--- config.mk ---
export PLATFORM = sky130hd
export DESIGN_NAME = ex_muldiv
export DESIGN_NICKNAME = d
export VERILOG_FILES = /design/src/rtl/muldiv_pkg.sv /design/src/rtl/ex_muldiv.sv
export SDC_FILE = /design/constraint.sdc
export NUM_CORES = 1
export LEC_CHECK = 0
export CAP_MARGIN = 10
export CORE_MARGIN = 2
export CORE_UTILIZATION = 60
export DETAILED_ROUTE_END_ITERATION = 8
export PLACE_DENSITY = 0.93
export SETUP_SLACK_MARGIN = 0.15
export SYNTH_ARGS = -nofsm -noshare
export SYNTH_HDL_FRONTEND = slang
export SYNTH_SLANG_ARGS = --single-unit
--- constraint.sdc ---
create_clock -name clk_i -period 6.1 [get_ports clk_i]
set_clock_uncertainty 0.2 [all_clocks]
set_input_delay 1.22 -clock clk_i [delete_from_list [all_inputs] [get_ports clk_i]]
set_output_delay 1.22 -clock clk_i [all_outputs]
set_load 0.02 [all_outputs]
--- src/rtl/muldiv_pkg.sv ---
// Shared definitions for the RV32M multiply/divide unit: FSM states,
// funct3 encodings and the M-extension funct7 value.
package muldiv_pkg;

  typedef enum logic [1:0] {
    IDLE = 2'd0,
    BUSY = 2'd1,
    DONE = 2'd2
  } state_e;

  localparam logic [2:0] F3_MUL    = 3'b000;
  localparam logic [2:0] F3_MULH   = 3'b001;
  localparam logic [2:0] F3_MULHSU = 3'b010;
  localparam logic [2:0] F3_MULHU  = 3'b011;
  localparam logic [2:0] F3_DIV    = 3'b100;
  localparam logic [2:0] F3_DIVU   = 3'b101;
  localparam logic [2:0] F3_REM    = 3'b110;
  localparam logic [2:0] F3_REMU   = 3'b111;

  localparam logic [6:0] MULDIV_FUNCT7 = 7'b0000001;

endpackage

--- src/rtl/ex_muldiv.sv ---
// Iterative RV32M multiply/divide unit for the EX stage. Operates on operand
// magnitudes (shift-add multiply, restoring divide, one bit per BUSY cycle)
// and applies the result sign at the end. Fixed latency regardless of
// operands; divide-by-zero and signed overflow results are precomputed at
// accept and override the datapath on completion.
module ex_muldiv
  import muldiv_pkg::*;
#(
  parameter int XLEN = 32
) (
  input  logic            clk_i,
  input  logic            rst_i,
  input  logic            start_i,
  input  logic            req_i,
  input  logic [9:0]      funct_i,
  input  logic [XLEN-1:0] op1_i,
  input  logic [XLEN-1:0] op2_i,
  input  logic [4:0]      rd_i,
  output logic            stall_o,
  output logic            done_o,
  output logic [XLEN-1:0] result_o,
  output logic [4:0]      rd_o
);

  localparam int CW = $clog2(XLEN);
  localparam logic [CW-1:0]   CNT_MAX = CW'(XLEN - 1);
  localparam logic [CW-1:0]   CNT_ONE = {{(CW-1){1'b0}}, 1'b1};
  localparam logic [XLEN-1:0] X_ZERO  = {XLEN{1'b0}};
  localparam logic [XLEN-1:0] X_ONES  = {XLEN{1'b1}};
  localparam logic [XLEN-1:0] X_MIN   = {1'b1, {(XLEN-1){1'b0}}};

  // Returns {result_negative, |op2| or op2, |op1| or op1} for the given op.
  function automatic logic [2*XLEN:0] prep(input logic [2:0] f3,
                                           input logic [XLEN-1:0] a,
                                           input logic [XLEN-1:0] b);
    logic [XLEN-1:0] abs_a;
    logic [XLEN-1:0] abs_b;
    abs_a = a[XLEN-1] ? -a : a;
    abs_b = b[XLEN-1] ? -b : b;
    case (f3)
      F3_MUL, F3_MULH, F3_DIV: prep = {a[XLEN-1] ^ b[XLEN-1], abs_b, abs_a};
      F3_MULHSU:               prep = {a[XLEN-1], b, abs_a};
      F3_REM:                  prep = {a[XLEN-1], abs_b, abs_a};
      default:                 prep = {1'b0, b, a};
    endcase
  endfunction

  state_e            state_q, state_d;
  logic [CW-1:0]     cnt_q, cnt_d;
  logic [2:0]        f3_q, f3_d;
  logic [4:0]        rd_acc_q, rd_acc_d;
  logic [4:0]        rd_q, rd_d;
  logic              neg_q, neg_d;
  logic              spec_q, spec_d;
  logic [XLEN-1:0]   spec_val_q, spec_val_d;
  logic [2*XLEN-1:0] acc_q, acc_d;
  logic [XLEN-1:0]   mcand_q, mcand_d;
  logic [XLEN-1:0]   result_q, result_d;

  logic [2*XLEN:0]   prep_s;
  logic              accept_s;
  logic              div0_s;
  logic              ovf_s;
  logic [XLEN-1:0]   spec_val_s;
  logic [XLEN:0]     mul_sum_s;
  logic [2*XLEN-1:0] mul_next_s;
  logic [XLEN:0]     div_shift_s;
  logic [XLEN:0]     div_diff_s;
  logic [2*XLEN-1:0] div_next_s;
  logic [2*XLEN-1:0] step_s;
  logic [2*XLEN-1:0] prod_s;
  logic [XLEN-1:0]   div_val_s;
  logic [XLEN-1:0]   div_res_s;
  logic [XLEN-1:0]   final_s;
  logic              funct7_unused;

  assign funct7_unused = ^funct_i[9:3];
  assign prep_s        = prep(funct_i[2:0], op1_i, op2_i);
  assign accept_s      = (state_q == IDLE) && start_i && req_i;
  assign stall_o       = accept_s || (state_q == BUSY);
  assign done_o        = (state_q == DONE);
  assign result_o      = result_q;
  assign rd_o          = rd_q;

  // Special-case detection and override value, evaluated on the accept cycle.
  always_comb begin
    div0_s     = funct_i[2] && (op2_i == X_ZERO);
    ovf_s      = funct_i[2] && !funct_i[0] && (op1_i == X_MIN) && (op2_i == X_ONES);
    spec_val_s = X_ZERO;
    if (div0_s) begin
      spec_val_s = funct_i[1] ? op1_i : X_ONES;
    end else if (ovf_s) begin
      spec_val_s = funct_i[1] ? X_ZERO : op1_i;
    end else begin
      spec_val_s = X_ZERO;
    end
  end

  // One iteration of shift-add multiply or restoring divide, plus final result shaping.
  always_comb begin
    mul_sum_s   = {1'b0, acc_q[2*XLEN-1:XLEN]} +
                  (acc_q[0] ? {1'b0, mcand_q} : {(XLEN+1){1'b0}});
    mul_next_s  = {mul_sum_s, acc_q[XLEN-1:1]};
    div_shift_s = acc_q[2*XLEN-1:XLEN-1];
    div_diff_s  = div_shift_s - {1'b0, mcand_q};
    if (div_diff_s[XLEN]) begin
      div_next_s = {div_shift_s[XLEN-1:0], acc_q[XLEN-2:0], 1'b0};
    end else begin
      div_next_s = {div_diff_s[XLEN-1:0], acc_q[XLEN-2:0], 1'b1};
    end
    step_s    = f3_q[2] ? div_next_s : mul_next_s;
    prod_s    = neg_q ? -mul_next_s : mul_next_s;
    div_val_s = f3_q[1] ? div_next_s[2*XLEN-1:XLEN] : div_next_s[XLEN-1:0];
    div_res_s = neg_q ? -div_val_s : div_val_s;
    if (spec_q) begin
      final_s = spec_val_q;
    end else if (f3_q[2]) begin
      final_s = div_res_s;
    end else if (f3_q == F3_MUL) begin
      final_s = prod_s[XLEN-1:0];
    end else begin
      final_s = prod_s[2*XLEN-1:XLEN];
    end
  end

  // FSM next-state and register updates: accept in IDLE, iterate in BUSY, publish entering DONE.
  always_comb begin
    state_d    = state_q;
    cnt_d      = cnt_q;
    f3_d       = f3_q;
    rd_acc_d   = rd_acc_q;
    rd_d       = rd_q;
    neg_d      = neg_q;
    spec_d     = spec_q;
    spec_val_d = spec_val_q;
    acc_d      = acc_q;
    mcand_d    = mcand_q;
    result_d   = result_q;
    case (state_q)
      IDLE: begin
        if (accept_s) begin
          state_d    = BUSY;
          cnt_d      = CNT_MAX;
          f3_d       = funct_i[2:0];
          rd_acc_d   = rd_i;
          neg_d      = prep_s[2*XLEN];
          mcand_d    = prep_s[2*XLEN-1:XLEN];
          acc_d      = {X_ZERO, prep_s[XLEN-1:0]};
          spec_d     = div0_s || ovf_s;
          spec_val_d = spec_val_s;
        end else begin
          state_d = IDLE;
        end
      end
      BUSY: begin
        acc_d = step_s;
        if (cnt_q == {CW{1'b0}}) begin
          state_d  = DONE;
          result_d = final_s;
          rd_d     = rd_acc_q;
        end else begin
          cnt_d = cnt_q - CNT_ONE;
        end
      end
      DONE:    state_d = IDLE;
      default: state_d = IDLE;
    endcase
  end

  // State and datapath registers with synchronous reset.
  always_ff @(posedge clk_i) begin
    if (rst_i) begin
      state_q    <= IDLE;
      cnt_q      <= {CW{1'b0}};
      f3_q       <= 3'b000;
      rd_acc_q   <= 5'd0;
      rd_q       <= 5'd0;
      neg_q      <= 1'b0;
      spec_q     <= 1'b0;
      spec_val_q <= X_ZERO;
      acc_q      <= {(2*XLEN){1'b0}};
      mcand_q    <= X_ZERO;
      result_q   <= X_ZERO;
    end else begin
      state_q    <= state_d;
      cnt_q      <= cnt_d;
      f3_q       <= f3_d;
      rd_acc_q   <= rd_acc_d;
      rd_q       <= rd_d;
      neg_q      <= neg_d;
      spec_q     <= spec_d;
      spec_val_q <= spec_val_d;
      acc_q      <= acc_d;
      mcand_q    <= mcand_d;
      result_q   <= result_d;
    end
  end

endmodule
**Word-level counts from Yosys, hierarchy flattened**

Cells that the tools add are included.

- Word-level logic and storage cells: 74
- Output and inout port bits: 39
- Bits in writable memories: 0
- Bits of input ports: 83
- Memories: 0
- Flip-flop bits (word level): 182
- Bits in read-only memories: 0
- Bits in latches: 0

- Div/mod/pow operators: 0
- Magnitude comparators: 0
- Bitwise logic cells: 1
- Shifts and indexed selects: 0
- Equality and inequality tests: 11
- Mux-type cells: 24
- Multipliers: 0
- Add/sub/neg operators: 7
- Reduce and logical (&&, ||, !) cells: 20

Operators with widths:

| kind | count |
|---|---|
| $mux W32 | 12 |
| $mux W64 | 4 |
| $pmux W65 S3 | 1 |
| $pmux W64 S2 | 1 |
| $neg A32 Y32 | 3 |
| $eq A32 B32 Y1 const B | 2 |
| $neg A64 Y64 | 1 |
| $add A32 B32 Y33 | 1 |
| $sub A33 B32 Y33 | 1 |
| $logic_not A32 Y1 | 1 |
| $mux W5 | 2 |
| $pmux W5 S2 | 1 |
| $eq A3 B3 Y1 const B | 2 |
| $logic_and A1 B1 Y1 | 6 |
| $logic_not A3 Y1 | 2 |
| $reduce_and A2 Y1 | 3 |
| $logic_not A5 Y1 | 1 |
| $sub A5 B1 Y5 const B | 1 |
| $ne A2 B2 Y1 const B | 2 |
| $pmux W2 S2 | 1 |
| $eq A3 B1 Y1 const B | 1 |
| $eq A3 B2 Y1 const B | 1 |
| $reduce_and A3 Y1 | 1 |
| $reduce_or A3 Y1 | 1 |
| other kinds (10) | 11 |

**Longest topological paths before layout**

- Depth after elaboration: 7
- Depth in mapped cells: 22
- Mapped depth without buffers: 19

**Least setup slack after synthesis**

No wires, ideal clock.

- Kind: register -> register
- Start: register mcand_q[10]
- End: register result_q[24], in the netlist result_o[24]
- Stages on the path, launching flop included: 21
- Setup time: 0.117 ns
- Path buffers: 3
- Data required time: 5.783 ns
- Clock period less this slack: 5.370 ns
- Setup slack: 0.730 ns
- Arrival time: 5.052 ns
- Cell sequence: dfxtp_1 > inv_1 > ha_1 > clkbuf_1 > nand2_1 > or4_1 > a211o_1 > a2111oi_4 > o21ai_2 > buf_2 > nand2_1 > clkbuf_1 > a21oi_1 > a31oi_1 > ha_1 > inv_1 > a211o_1 > or4_1 > o41a_1 > a41oi_1 > nand2_1

- Word-level cells in the longest chain between the ends: 7
- Elaborated cells on any way between the ends: 12
- Those cells by class: 4 x add/sub; 8 x mux

Ends and longest elaborated chain:

| what | line | text |
|---|---|---|
| start: declaration | ex_muldiv.sv:57 | `logic [XLEN-1:0] mcand_q, mcand_d;` |
| start signal: assignment | ex_muldiv.sv:194 | `mcand_q <= mcand_d;` |
| $mux W32 or $sub A33 B32 Y33 (tied branches) | ex_muldiv.sv:102, ex_muldiv.sv:105 |  |
| $add A32 B32 Y33 or $mux W64 (tied branches) | ex_muldiv.sv:101, ex_muldiv.sv:106 |  |
| $neg A64 Y64 or $mux W32 (tied branches) | ex_muldiv.sv:112, ex_muldiv.sv:113 |  |
| $mux W64 or $neg A32 Y32 (tied branches) | ex_muldiv.sv:112, ex_muldiv.sv:114 |  |
| $mux W32, on equally long branches | ex_muldiv.sv:119, ex_muldiv.sv:114 |  |
| $mux W32 (*) | ex_muldiv.sv:117 | `end else if (f3_q[2]) begin` |
| $mux W32 (*) | ex_muldiv.sv:115 | `if (spec_q) begin` |
| end signal: assignment | ex_muldiv.sv:195 | `result_q <= result_d;` |
| end: declaration | ex_muldiv.sv:58 | `logic [XLEN-1:0] result_q, result_d;` |

Every way passes the cells marked *; elsewhere a longest branch is shown, timed or not.
A chain may end at the register's enable or synchronous reset.

**Worst setup path in the final report**

- Start: register acc_q[0]
- End: register result_q[24], in the netlist result_o[24]

- Word-level cells in the longest chain between the ends: 7
- Elaborated cells on any way between the ends: 11
- Those cells by class: 3 x add/sub; 8 x mux

Ends and longest elaborated chain:

| what | line | text |
|---|---|---|
| start: declaration | ex_muldiv.sv:56 | `logic [2*XLEN-1:0] acc_q, acc_d;` |
| start signal: assignment | ex_muldiv.sv:181 | `acc_q <= {(2*XLEN){1'b0}};` |
| $mux W32 | ex_muldiv.sv:102 | `(acc_q[0] ? {1'b0, mcand_q} : {(XLEN+1){1'b0}});` |
| $add A32 B32 Y33 | ex_muldiv.sv:101 | `mul_sum_s = {1'b0, acc_q[2*XLEN-1:XLEN]} +` |
| $neg A64 Y64 | ex_muldiv.sv:112 | `prod_s = neg_q ? -mul_next_s : mul_next_s;` |
| $mux W64 | ex_muldiv.sv:112 |  |
| $mux W32 | ex_muldiv.sv:119 | `end else if (f3_q == F3_MUL) begin` |
| $mux W32 (*) | ex_muldiv.sv:117 |  |
| $mux W32 (*) | ex_muldiv.sv:115 |  |

Marked as above.

==> summary.txt <==
STA
  – Summed negative setup slack over all endpoints: 0 ns
  – Unrepaired setup endpoints after global routing: false
  – Final critical-path share of the clock period: 93.6%
  – Worst Slack Setup Final: 0.391 ns
  – Final setup violation count: 0
  – Fin. max-slew vios: 0
  – Measured slew at the worst slew-check pin: 1.19 ns
  – Minimum clock period after layout: 5.71 ns
  – Relative max-transition margin: 20.6%
  – Max Fclk: 0.175 GHz
  – Hold violation total from the final report: 0

Worst setup path
  – Kind of cell with the highest combined delay on the critical path: simple AND/OR/NAND/NOR gates
  – Reg2reg start: acc_q[0]
  – Worst endpoint required time: 6.31 ns
  – Type of the worst setup path: reg2reg
  – Cell with the biggest individual delay on the critical path: or4b_2
  – Cells traversed along the worst timing path: inv_1 -> buf_4 -> nor2_1 -> ha_1 -> nand3_1 -> or3_1 -> a2111oi_0 -> nor3_1 -> xnor2_1 -> nor4_1 -> or4b_2 -> o41ai_1 -> xor2_1 -> a211oi_1 -> a2bb2oi_1 -> nand2_1
  – Arrival time of data at the critical path endpoint: 5.92 ns
  – CP Capture Type: register
  – Source of the critical timing path: acc_q[0]
  – Largest fanout on the critical path: 26
  – Largest stage delay on the critical path: 0.78 ns
  – CP Buf/Inv Count: 2
  – Crit path launch type: register

Global routing
  – Wire length of the first global-routing pass: 93500 microns
  – Combined global-route utilization of all metal layers: 40.5%
  – Largest net degree at the start of global routing: 98
  – Via count of the first global-routing pass: 17262
  – Overflow left after global routing: 0
  – Number of antenna violations at the first check in global routing: 0

Power
  – Leakage power summed over all cells: 6.67 nW
  – Worst IR drop on VDD: 0.298 mV
  – Power Density: 208 nW/um^2

Yosys
  – Cell type contributing the most total cell area after synthesis: dfxtp_1
  – Count of cell types in the netlist: 85
  – Number of flops mapped to enable cells by yosys: 0
  – Post-synthesis share of cell area spent on full adders, half adders and majority gates: 5.52%
  – Post-synth top area share: 21.7%
  – Number of warnings reported in the yosys synthesis log: 0
  – Post-Syn Area per Cell: 7.10 sq um
  – Post-synth net total: 2526
  – Top cells by area in the synthesized netlist: dfxtp_1 22%, a21oi_1 6.2%, nor2_1 6.0%
  – Seq/Total Area, Yosys: 21.7%
  – Most used flip-flop cell after synthesis: dfxtp_1
  – Share of synthesized area spent on multiplexers: 3.64%
  – Compound-cell area share of the yosys netlist: 33.3%
  – Synth Area in XOR/XNOR: 8.44%
  – Async set or reset register ratio after synthesis: 0%
  – Synthesized instance count: 2370
  – Main combinational cell family by area after synthesis: compound AO/OA/AOI/OAI gates
  – Summed instance area of the synthesized netlist: 16800 sq um
  – Synthesized-area fraction occupied by and/or/nand/nor cells: 21.9%
  – Post-synthesis register bit count: 182

Drt
  – Detailed Route WL: 60800 microns
  – First-pass detailed-route iteration total: 8
  – Via total after detailed routing: 19282
  – Antenna Violating Nets Remaining: 0
  – Average vias per placed instance: 6.92
  – Number of DRC markers in iteration 0: 2670
  – Routed wire length per instance: 21.8 microns
  – DRC Markers: 0

Hold path
  – Worst min path class: reg2reg
  – Beginning of the worst hold path: rd_acc_q[0]

Finish
  – Commonest cells after routing, fill and taps aside: 269 x nor2_1, 240 x nand2_1, 210 x a21oi_1
  – Number of standard cells in the layout, taps in and fillers out: 2787
  – Most common library cell in the layout ignoring fill and taps: nor2_1
  – Fraction of layout instances using a drive strength above 1: 5.69%
  – Fin nets: 2552
  – Number of inserted diodes: 0
  – Synthesis-to-layout area growth: 12.4%

Outcome
  – Result of the run: finished clean

Die
  – Row Count: 61
  – DIE HEIGHT: 171 microns
  – Horizontal extent of the die: 171 microns
  – Core ar.: 27700 sq um
  – Area enclosed by the die boundary: 29400 sq um
  – Effective utilization at floorplan: 60.7%
  – Number of placed I/O pins: 122

Clocking
  – TritonCTS clock tree: yes
  – TritonCTS sink count: 182
  – Number of buffers added to fix hold violations after cts: 0
  – H-tree depth: 4
  – Clock latency on the worst-skew pair: 0.47 ns
  – Worst-case clock buffer depth: 2
  – Buffer type at the clock tree root: clkbuf_16
  – Number of CTS-inserted buffers: 17
  – Reg clk slew, reported paths: 0.08 ns

Placement
  – Final HPWL from detailed placement: 44900 microns
  – Final RePlAce weighted congestion: 1.01
  – Placed Cells: 2752
  – IO buf count: 114
  – Worst slack, placed: 0.280 ns

Run
  – Max-cap violations: 0
==> synthesized netlist by cell type, types with 8 or more instances <==
library cell / number
a21boi_0: 8
o21ai_0: 195
inv_1: 68
mux2i_1: 60
o2111ai_1: 12
ha_1: 71
a21oi_1: 210
and3_1: 20
o211ai_1: 29
clkbuf_1: 159
a221oi_1: 10
nor2b_1: 9
nor3_1: 46
o211a_1: 8
a311oi_1: 16
xor2_1: 78
nor4_1: 18
o21a_1: 19
a22oi_1: 14
o41ai_1: 21
nand4_1: 24
nand3_1: 41
buf_1: 9
nand2_1: 240
a211oi_1: 125
or3_1: 39
or2_2: 8
a211o_1: 8
o31ai_1: 40
nor2_1: 270
xnor2_1: 84
or4_1: 21
dfxtp_1: 182
nand2b_1: 14
a31oi_1: 27
and2_1: 18
a21o_1: 22
==> cells by family (layout without fill, tap and decap cells) <==
family	Yosys count	in the layout
AOI/OAI and AO/OA	852	852
and+or+nand+nor	796	796
buffers and inverters	244	283
DFF	182	182
xor gates and xnor gates	162	162
adders and majority gates	73	73
muxes	61	61
==> routing by layer <==
| metal | global-route usage (%) | share of wire, % | vias to the layer above | wire, microns |
|---|---|---|---|---|
| met1 | 53.1 | 40 | 9013 | 24400 |
| li1 | - | - | 8815 | - |
| met2 | 64.4 | 45 | 1210 | 27200 |
| met4 | 21.0 | 5.6 | 0 | 3410 |
| met5 | 0 | 0 | - | 0 |
| met3 | 6.42 | 9.5 | 244 | 5800 |
==> tightest hold or removal path, cell delays in order (launching register included) <==
cell,delay (ns)
dfxtp_1,0.31
nand2_1,0.05
a21oi_1,0.05
==> sequential cells by signal (all words and copies together) (netlist names) <==
signal	flops
spec_val_q	32
f3_q	3
acc_q	64
state_q	2
neg_q	1
result_o	32
mcand_q	32
spec_q	1
rd_acc_q	5
rd_o	5
cnt_q	5
==> repair_timing <==
item	in CTS	in global routing
setup buffers	0	2
gates resized for setup	0	2
endpoints found under the setup margin	0	6
==> final timing paths <==
| kind | endpoint | cells after the start | slack [ns] |
|---|---|---|---|
| max reg2reg | result_o[24] | 16 | 0.39 |
| min | rd_o[0] | 2 | 0.25 |
| max | result_o[24] | 16 | 0.39 |
| min reg2reg | rd_o[0] | 2 | 0.25 |
==> final cells by class <==
type	count	area, sq um
clock inverters	13	160
well taps	378	473
fillers	2387	8800
flip-flops and latches	182	3650
multi-input cells	1944	12300
inverters	69	259
repair buffers	182	1650
clock buffers	19	433
==> stage by stage <==
| step | area [sq um] | power, W | hold slack, ns | util (%) |
|---|---|---|---|---|
| after floorplan | 16800 | 0.00223 | 0.227 | - |
| after global placement | 18300 | 0.00267 | 0.236 | 66.0 |
| after detailed placement | 18300 | 0.00270 | 0.244 | 66.0 |
| after CTS | 18900 | 0.00387 | 0.252 | 68.1 |
| after global routing | 18900 | 0.00407 | 0.262 | 68.2 |
| final | 18900 | 0.00394 | 0.249 | 68.2 |
==> report_power, final <==
| part | internal (W) | total [W] | switching (W) | leakage, nW |
|---|---|---|---|---|
| combinational | 0.000517 | 0.00139 | 0.000872 | 4.89 |
| clock | 0.000621 | 0.00120 | 0.000581 | 0.293 |
| sequential | 0.00125 | 0.00135 | 0.0000969 | 1.48 |
No activity file was read; power rests on OpenSTA's default activity.
